==> src/rtl/d_fifo_if.sv <==
// d_fifo_if -- handshake/data bundle for the d_fifo synchronous FIFO.
//   wr_en, din            : write request and write data (from producer)
//   rd_en                 : read request (from consumer)
//   dout                  : registered read data
//   full, empty, count    : occupancy status
//   overflow, underflow   : one-cycle pulses on rejected write / read
// Modports: master = producer/consumer side, slave = FIFO side.
interface d_fifo_if #(
    parameter int WIDTH = 2,
    parameter int DEPTH = 4
);
    localparam int CNT_W = $clog2(DEPTH) + 1;

    logic             wr_en;
    logic [WIDTH-1:0] din;
    logic             rd_en;
    logic [WIDTH-1:0] dout;
    logic             full;
    logic             empty;
    logic [CNT_W-1:0] count;
    logic             overflow;
    logic             underflow;

    modport master (
        output wr_en, din, rd_en,
        input  dout, full, empty, count, overflow, underflow
    );

    modport slave (
        input  wr_en, din, rd_en,
        output dout, full, empty, count, overflow, underflow
    );
endinterface

==> src/rtl/d_fifo.sv <==
// d_fifo -- synchronous FIFO with registered (one-cycle latency) read data.
//   clk  : single clock, rising edge
//   rst  : synchronous active-low reset
//   bus  : d_fifo_if slave modport (wr_en, din, rd_en, dout, full, empty,
//          count, overflow, underflow)
// DEPTH must be a power of two >= 2 so the pointers wrap naturally.
module d_fifo #(
    parameter int WIDTH = 2,
    parameter int DEPTH = 4
) (
    input  logic   clk,
    input  logic   rst,
    d_fifo_if.slave bus
);
    localparam int PTR_W = $clog2(DEPTH);
    localparam int CNT_W = PTR_W + 1;
    localparam logic [PTR_W-1:0] PTR_ONE  = PTR_W'(1);
    localparam logic [CNT_W-1:0] CNT_ONE  = CNT_W'(1);
    localparam logic [CNT_W-1:0] CNT_FULL = CNT_W'(DEPTH);

    logic [WIDTH-1:0] mem [DEPTH];
    logic [PTR_W-1:0] wr_ptr;
    logic [PTR_W-1:0] rd_ptr;
    logic [CNT_W-1:0] count_q;
    logic             rd_ok;
    logic             wr_ok;

    assign bus.count = count_q;
    assign bus.full  = (count_q == CNT_FULL);
    assign bus.empty = (count_q == '0);

    // A full FIFO still accepts a write when a read frees a slot this cycle;
    // an empty FIFO never satisfies a read from the same-cycle write.
    assign rd_ok = bus.rd_en && !bus.empty;
    assign wr_ok = bus.wr_en && (!bus.full || rd_ok);

    // Storage is not reset; contents are discarded logically via the pointers.
    always_ff @(posedge clk) begin
        if (rst && wr_ok) begin
            mem[wr_ptr] <= bus.din;
        end
    end

    always_ff @(posedge clk) begin
        if (!rst) begin
            wr_ptr        <= '0;
            rd_ptr        <= '0;
            count_q       <= '0;
            bus.dout      <= '0;
            bus.overflow  <= 1'b0;
            bus.underflow <= 1'b0;
        end else begin
            bus.overflow  <= bus.wr_en && !wr_ok;
            bus.underflow <= bus.rd_en && !rd_ok;

            if (wr_ok) begin
                wr_ptr <= wr_ptr + PTR_ONE;
            end

            if (rd_ok) begin
                bus.dout <= mem[rd_ptr];
                rd_ptr   <= rd_ptr + PTR_ONE;
            end

            case ({wr_ok, rd_ok})
                2'b10:   count_q <= count_q + CNT_ONE;
                2'b01:   count_q <= count_q - CNT_ONE;
                default: count_q <= count_q;
            endcase
        end
    end
endmodule

==> src/flat_wrapper.sv <==
// flat-port wrapper written by rule: the top's interface ports become plain ports
module d_fifo_flat 
#(
    parameter int WIDTH = 2,
    parameter int DEPTH = 4
)
  (clk, rst, bus_wr_en, bus_din, bus_rd_en, bus_dout, bus_full, bus_empty, bus_count, bus_overflow, bus_underflow);
  d_fifo_if #(.WIDTH(WIDTH), .DEPTH(DEPTH)) bus_i ();
  input  logic clk;
  input  logic rst;
  input wire logic [$bits(bus_i.wr_en)-1:0] bus_wr_en;
  input wire logic [$bits(bus_i.din)-1:0] bus_din;
  input wire logic [$bits(bus_i.rd_en)-1:0] bus_rd_en;
  output wire logic [$bits(bus_i.dout)-1:0] bus_dout;
  output wire logic [$bits(bus_i.full)-1:0] bus_full;
  output wire logic [$bits(bus_i.empty)-1:0] bus_empty;
  output wire logic [$bits(bus_i.count)-1:0] bus_count;
  output wire logic [$bits(bus_i.overflow)-1:0] bus_overflow;
  output wire logic [$bits(bus_i.underflow)-1:0] bus_underflow;
  assign bus_i.wr_en = bus_wr_en;
  assign bus_i.din = bus_din;
  assign bus_i.rd_en = bus_rd_en;
  assign bus_dout = bus_i.dout;
  assign bus_full = bus_i.full;
  assign bus_empty = bus_i.empty;
  assign bus_count = bus_i.count;
  assign bus_overflow = bus_i.overflow;
  assign bus_underflow = bus_i.underflow;
  d_fifo #(.WIDTH(WIDTH), .DEPTH(DEPTH)) u_core (.clk(clk), .rst(rst), .bus(bus_i));
endmodule
==> config.mk <==
export PLATFORM = sky130hd
export DESIGN_NAME = d_fifo_flat
export DESIGN_NICKNAME = d
export VERILOG_FILES = /design/src/rtl/d_fifo_if.sv /design/src/rtl/d_fifo.sv /design/src/flat_wrapper.sv
export SDC_FILE = /design/constraint.sdc
export NUM_CORES = 1
export LEC_CHECK = 0
export CORE_UTILIZATION = 54
export CTS_CLUSTER_DIAMETER = 100
export DETAILED_ROUTE_END_ITERATION = 8
export PLACE_DENSITY_LB_ADDON = 0.1
export SLEW_MARGIN = 15
export SYNTH_ARGS = -nofsm -noshare
export SYNTH_HDL_FRONTEND = slang
export SYNTH_SLANG_ARGS = --single-unit
export TNS_END_PERCENT = 30
==> constraint.sdc <==
create_clock -name clk -period 3.75 [get_ports clk]
set_input_delay 1.125 -clock clk [delete_from_list [all_inputs] [get_ports clk]]
set_output_delay 1.125 -clock clk [all_outputs]
set_load 0.01 [all_outputs]
==> results of run 1 <==
[per-stage QoR]
step                hold slack, ns  worst slack, ns  cell area [um2]   util
floorplan                    0.488             1.17              916      -
global placement             0.453            0.819             1070  0.694
detailed placement           0.475            0.754             1070  0.694
CTS                          0.490            0.821             1100  0.712
global route                 0.505            0.767             1100  0.712
finish                       0.490            0.838             1100  0.712
[cell type report]
type                       count  share of cell area
multi-input combinational     55               0.385
inverter                       5              0.0171
timing repair buffer          15               0.135
clock buffer                   3              0.0205
clock inverter                 1             0.00456
sequential                    19               0.420
tap                           16              0.0182
[routing by layer]
layer / up-vias / part of all wire / GRT usage
li1: 311 / - / -
met1: 270 / 0.47 / 0.240
met4: 0 / 0.012 / 0.109
met2: 14 / 0.48 / 0.293
met5: - / 0 / 0
met3: 2 / 0.039 / 0.0255
[state kept, by name, indices dropped and copies added (netlist names)]
name,flops
u_core.bus.count,3
u_core.bus.dout,2
u_core.bus.overflow,1
u_core.bus.underflow,1
u_core.mem,8
u_core.rd_ptr,2
u_core.wr_ptr,2
[worst max-delay path: stages (launching register included)]
cell and delay (ns):
dfxtp_1 0.46, or3b_4 0.44, inv_1 0.07, clkdlybuf4s50_1 0.53
[worst min-delay path by stage]
stage,slack (ns),end,cells after the start,startpoint
2_1_floorplan,0.49,u_core.bus.dout[0]$_SDFFE_PN0P_,2,u_core.bus.dout[0]$_SDFFE_PN0P_
3_3_place_gp,0.45,u_core.bus.dout[1]$_SDFFE_PN0P_,2,u_core.bus.dout[1]$_SDFFE_PN0P_
3_5_place_dp,0.48,u_core.bus.dout[0]$_SDFFE_PN0P_,2,u_core.bus.dout[0]$_SDFFE_PN0P_
4_1_cts,0.49,u_core.bus.dout[0]$_SDFFE_PN0P_,2,u_core.bus.dout[0]$_SDFFE_PN0P_
5_1_grt,0.50,u_core.bus.dout[1]$_SDFFE_PN0P_,2,u_core.bus.dout[1]$_SDFFE_PN0P_
6_report,0.49,u_core.bus.dout[0]$_SDFFE_PN0P_,2,u_core.bus.dout[0]$_SDFFE_PN0P_
[cell families (layout without fill, tap and decap cells)]
family          count (synthesis)  in the layout  share of synthesized area
fa+ha+maj                       5              5                     0.0765
simple gates                   31             31                      0.178
compound gates                 10             10                     0.0888
mux                             4              4                     0.0710
buf+inv                         8             24                     0.0355
xor+xnor                        5              5                     0.0478
flops                          19             19                      0.503
[report_power, final]
group          total (W)  internal [W]  switching, W  leakage [nW]
Combinational   0.000117     0.0000659     0.0000509         0.234
Sequential      0.000250      0.000232     0.0000178         0.163
Clock           0.000100     0.0000396     0.0000606        0.0177
Total           0.000467      0.000338      0.000129         0.414
[placed cells by master, fill, tap and decap left out, types with 2 or more instances in the layout]
cell type        Yosys  layout
and2_1               8       8
xnor2_1              2       2
dfxtp_1             11      11
edfxtp_1             8       8
nand2b_1             3       3
nand2_1              9       9
a21boi_0             2       2
xor2_1               3       3
inv_1                5       5
ha_1                 4       4
clkdlybuf4s50_1      0      14
mux4_2               2       2
clkbuf_4             0       3
mux2i_1              2       2
nor2_1               5       5
nor3_1               2       2
==> impl_metrics.json, run 1 <==
{
  "outcome": "completed",
  "antenna_left": 0,
  "cap_viol_max_count": 0,
  "die_width_um": 43.2,
  "ys_dominant_reg_cell": "dfxtp_1",
  "vias_in_the_first_global_route": 586,
  "number_of_synthesized_flops_with_an_enable_pin": 8,
  "ys_ff_latch": 19,
  "min_period_over_period": 0.777,
  "ctsHoldBuffers": 0,
  "synth.largest_area_cell": "edfxtp_1",
  "drt-total-wl_um": 1290,
  "worstSetupStartpointType": "flip-flop",
  "setup_tns_ns": 0,
  "cellLeakagePower_nw": 0.414,
  "worst_skew_pair.late_latency_ns": 0.29,
  "grt_overflow": 0,
  "total_power_w": 0.000467,
  "core_footprint_mm2": 0.00154,
  "max_slew.worst_pin.slew_ns": 0.364,
  "peakVddDrop_mv": 0.228,
  "diodes": 0,
  "area_delta_synth_final_pct": 19.8,
  "wire_per_inst_um": 11.3,
  "antenna_found_initial": 0,
  "synthTopCellsByCount": "dfxtp_1, nand2_1, and2_1, edfxtp_1",
  "crit_fanout": 7,
  "critPathArrivalTime_ns": 1.79,
  "critPathLaunch": "u_core.bus.count[2]$_SDFFE_PN0P_",
  "seqCellArea_um2": 460,
  "die_height_um": 43.2,
  "setup_viol": 0,
  "regToRegSetupSlack_ns": 1.87,
  "drc_errors": 0,
  "io-pin-count": 15,
  "largest_net_degree_at_the_start_of_global_routing": 13,
  "synth_cell_type_count": 29,
  "cts.sinks": 19,
  "grt_setup_unrepaired": "no",
  "final_max_slew_viol_count": 0,
  "drt_first_iter_violations": 15,
  "post_synth_inst_count": 82,
  "dp_hpwl_um": 1050,
  "r2r.worst_path.cells": 5,
  "cts.repair.resized": 0,
  "die_area_mm2": 0.00186,
  "yosys_warn_count": 0,
  "min_path_type": "reg2reg",
  "cts_tree": "done",
  "timing.rr.end": "u_core.bus.count[2]$_SDFFE_PN0P_",
  "ctsRootBufferMaster": "clkbuf_4",
  "gr-usage-all-layers": 0.185,
  "synth.area.top_cells": "edfxtp_1, dfxtp_1, and2_1, ha_1, mux4_2",
  "finalWorstPathRequiredPeriod_ns": 2.91,
  "post_synth_net_total": 93,
  "final.setup_skew_ns": 0.00639,
  "synth_async_sr_flop_share": 0,
  "synth_seq_area_share": 0.503,
  "setup.worst_path.end_class": "output pin",
  "drt-vias-per-instance": 5.24,
  "grt_first_pass_wirelength_um": 2530,
  "synth.top_cell.area_share": 0.262,
  "maxSlewHeadroom": 0.751,
  "vias": 597,
  "post_synth_instance_area_um2": 916,
  "multiInputGateArea_um2": 423,
  "placement.io_buffers": 14,
  "place_inst": 110,
  "pwr_per_cell_area_mw_per_mm2": 426,
  "rows": 14,
  "path_class": "reg2out",
  "htree_levels": 1,
  "routabilityCongestion": 0.812,
  "clockBufferDepth": 2,
  "achievable-frequency_mhz": 343,
  "initial_core_util": 0.594,
  "filler_cell_count": 112,
  "post-synth-top-count-cell": "dfxtp_1",
  "critical_path.endpoint": "bus_full",
  "post_cts_buffers": 0,
  "worst-endpoint-required_ns": 2.62,
  "r2r_start": "u_core.bus.count[0]$_SDFFE_PN0P_",
  "layout.nets": 110,
  "final_layout_size_suffix_gt1_frac": 0.0918,
  "cts_bufs_inserted": 3,
  "clk_pin_slew_ns": 0.11,
  "layoutNonFillerInstCount": 114,
  "detail_route.first_pass.iterations": 4,
  "synthesized_area_per_cell_um2": 11.2,
  "final-hold-violation-count": 0
}
Power figures use the tool's default switching activity.
==> inputs of run 2 (changes only) <==
- CORE_ASPECT_RATIO: default -> 0.7
- CORE_UTILIZATION: 54 -> 46
- clock period: 3.75 -> 2.5 ns (I/O delays scaled with it)
==> run 2 against run 1 <==
  * Core utilization decreased by 9.4 points
  * Register-to-register slack got worse by 1.2 ns
  * Clock power increased by 53%
  * Flip-flop and latch count unchanged
  * Non-clock buffer count increased by 6
  * Cell count increased by 11%
  * Clock-buffer cell count unchanged
  * Setup slack got worse by 0.75 ns
  * Via count increased by 5.2%
  * Sequential power increased by 46%
  * Total power increased by 56%
==> impl_metrics.json, run 2 (synthesis gave the netlist of run 1 again) <==
{
  "drt_first_iter_violations": 9,
  "min_path_type": "reg2reg",
  "grt_setup_unrepaired": "no",
  "drt-vias-per-instance": 4.98,
  "diodes": 0,
  "worstHoldPathCells": 2,
  "hold_ws_ns": 0.470,
  "worstSetupStartpointType": "flip-flop",
  "cellLeakagePower_nw": 0.446,
  "achievable-frequency_mhz": 415,
  "path_class": "reg2out",
  "worst_path_cell_with_the_longest_stage_delay": "clkdlybuf4s50_1",
  "rows": 13,
  "htree_levels": 1,
  "r2r_start": "u_core.bus.count[2]$_SDFFE_PN0P_",
  "max_slew.worst_pin.slew_ns": 0.400,
  "detail_route.first_pass.iterations": 4,
  "post_cts_buffers": 0,
  "final_max_slew_viol_count": 0,
  "ctsRootBufferMaster": "clkbuf_4",
  "setup_tns_ns": 0,
  "total_power_w": 0.000731,
  "vias": 628,
  "timing.rr.end": "u_core.bus.count[1]$_SDFFE_PN0P_",
  "worst-endpoint-required_ns": 1.75,
  "final-hold-violation-count": 0,
  "largest_register_ffs": 8,
  "core_footprint_mm2": 0.00187,
  "die_area_mm2": 0.00218,
  "vias_in_the_first_global_route": 624,
  "wire_per_inst_um": 12.6,
  "setup_viol": 0,
  "finalWorstPathRequiredPeriod_ns": 2.41,
  "clockBufferDepth": 2,
  "placement.io_buffers": 14,
  "area_delta_synth_final_pct": 26.1,
  "peakVddDrop_mv": 0.436,
  "regToRegSetupSlack_ns": 0.65,
  "top_register": "u_core.mem",
  "max_stage_delay_ns": 0.53,
  "drt-total-wl_um": 1580,
  "layout.nets": 116,
  "setup.worst_path.end_class": "output pin",
  "cts.sinks": 19,
  "clk_pin_slew_ns": 0.11,
  "mostFrequentLayoutCell": "clkdlybuf4s50_1",
  "maxSlewHeadroom": 0.726,
  "io-pin-count": 15,
  "grt_first_pass_wirelength_um": 2730,
  "largest_net_degree_at_the_start_of_global_routing": 12,
  "min-delay-start": "u_core.bus.dout[1]$_SDFFE_PN0P_",
  "outcome": "completed",
  "worst_skew_pair.late_latency_ns": 0.30,
  "cts_tree": "done",
  "cp_cell_sequence": "or3b_4, inv_1, clkdlybuf4s50_1",
  "antenna_found_initial": 0,
  "pwr_per_cell_area_mw_per_mm2": 633,
  "die_width_um": 55.3,
  "grt_overflow": 0,
  "crit_fanout": 4,
  "critPathArrivalTime_ns": 1.66,
  "gr-usage-all-layers": 0.173,
  "hold_end": "u_core.bus.dout[1]$_SDFFE_PN0P_",
  "cap_viol_max_count": 0,
  "drc_errors": 0,
  "antenna_left": 0,
  "die_height_um": 39.3,
  "min_period_over_period": 0.964,
  "dp_hpwl_um": 1200,
  "r2r.worst_path.cells": 7,
  "cts_bufs_inserted": 3,
  "routabilityCongestion": 0.901,
  "initial_core_util": 0.490,
  "commonest_cells_after_routing_fill_and_taps_aside": "clkdlybuf4s50_1, dfxtp_1, nand2_1",
  "final.setup_skew_ns": 0.0101,
  "final_layout_size_suffix_gt1_frac": 0.154
}
## run 2: routing by layer
metal / part of all wire / global-route usage
met2: 0.43 / 0.271
met4: 0.0057 / 0.0563
met1: 0.53 / 0.228
met3: 0.031 / 0.0594
met5: 0 / 0
## run 2: final cells by class
class	count	area, um2
Clock buffer	3	22.5
Clock inverter	1	5.00
Multi-Input combinational cell	55	428
Fill cell	155	716
Inverter	5	18.8
Sequential cell	19	460
Timing Repair Buffer	21	193
Tap cell	22	27.5
## run 2: repair_timing
item | 4_1_cts | 5_1_grt
endpoints found under the hold margin | 0 | 0
hold buffers | 0 | 0
resized for setup | 0 | 1
setup endpoints to repair | 0 | 1
## run 2: how the worst max path moves through the flow
stage / start / endpoint / slack (ns) / depth (start not counted)
detailed placement: bus_rd_en / u_core.bus.count[2]$_SDFFE_PN0P_ / 0.05 / 6
finish: u_core.bus.count[2]$_SDFFE_PN0P_ / bus_full / 0.09 / 3
global route: u_core.bus.count[2]$_SDFFE_PN0P_ / bus_full / 0.04 / 3
floorplan: bus_rd_en / u_core.bus.count[2]$_SDFFE_PN0P_ / 0.29 / 6
global placement: bus_rd_en / u_core.bus.count[2]$_SDFFE_PN0P_ / 0.08 / 6
CTS: u_core.bus.count[2]$_SDFFE_PN0P_ / bus_empty / 0.05 / 3
## run 2: worst max-delay path, delay by kind of cell (launching register included)
kind	cells	cell delay, ns
DFF	1	0.36
and+or+nand+nor	1	0.42
buffers and inverters	2	0.59
## run 2: power by group
group / switching, W / total (W) / leakage, nW / internal (W)
clock: 0.0000932 / 0.000153 / 0.0177 / 0.0000596
combinational: 0.0000975 / 0.000212 / 0.266 / 0.000115
sequential: 0.0000177 / 0.000366 / 0.163 / 0.000349
## run 2: through the flow
stage          utilization  instances  setup slack [ns]  area (um2)
4_1_cts              0.615        126            0.0496        1150
2_1_floorplan            -         82             0.293         916
6_report             0.617        126            0.0888        1150
5_1_grt              0.617        126            0.0366        1150
3_5_place_dp         0.600        122            0.0531        1120
3_3_place_gp         0.600        122            0.0842        1120
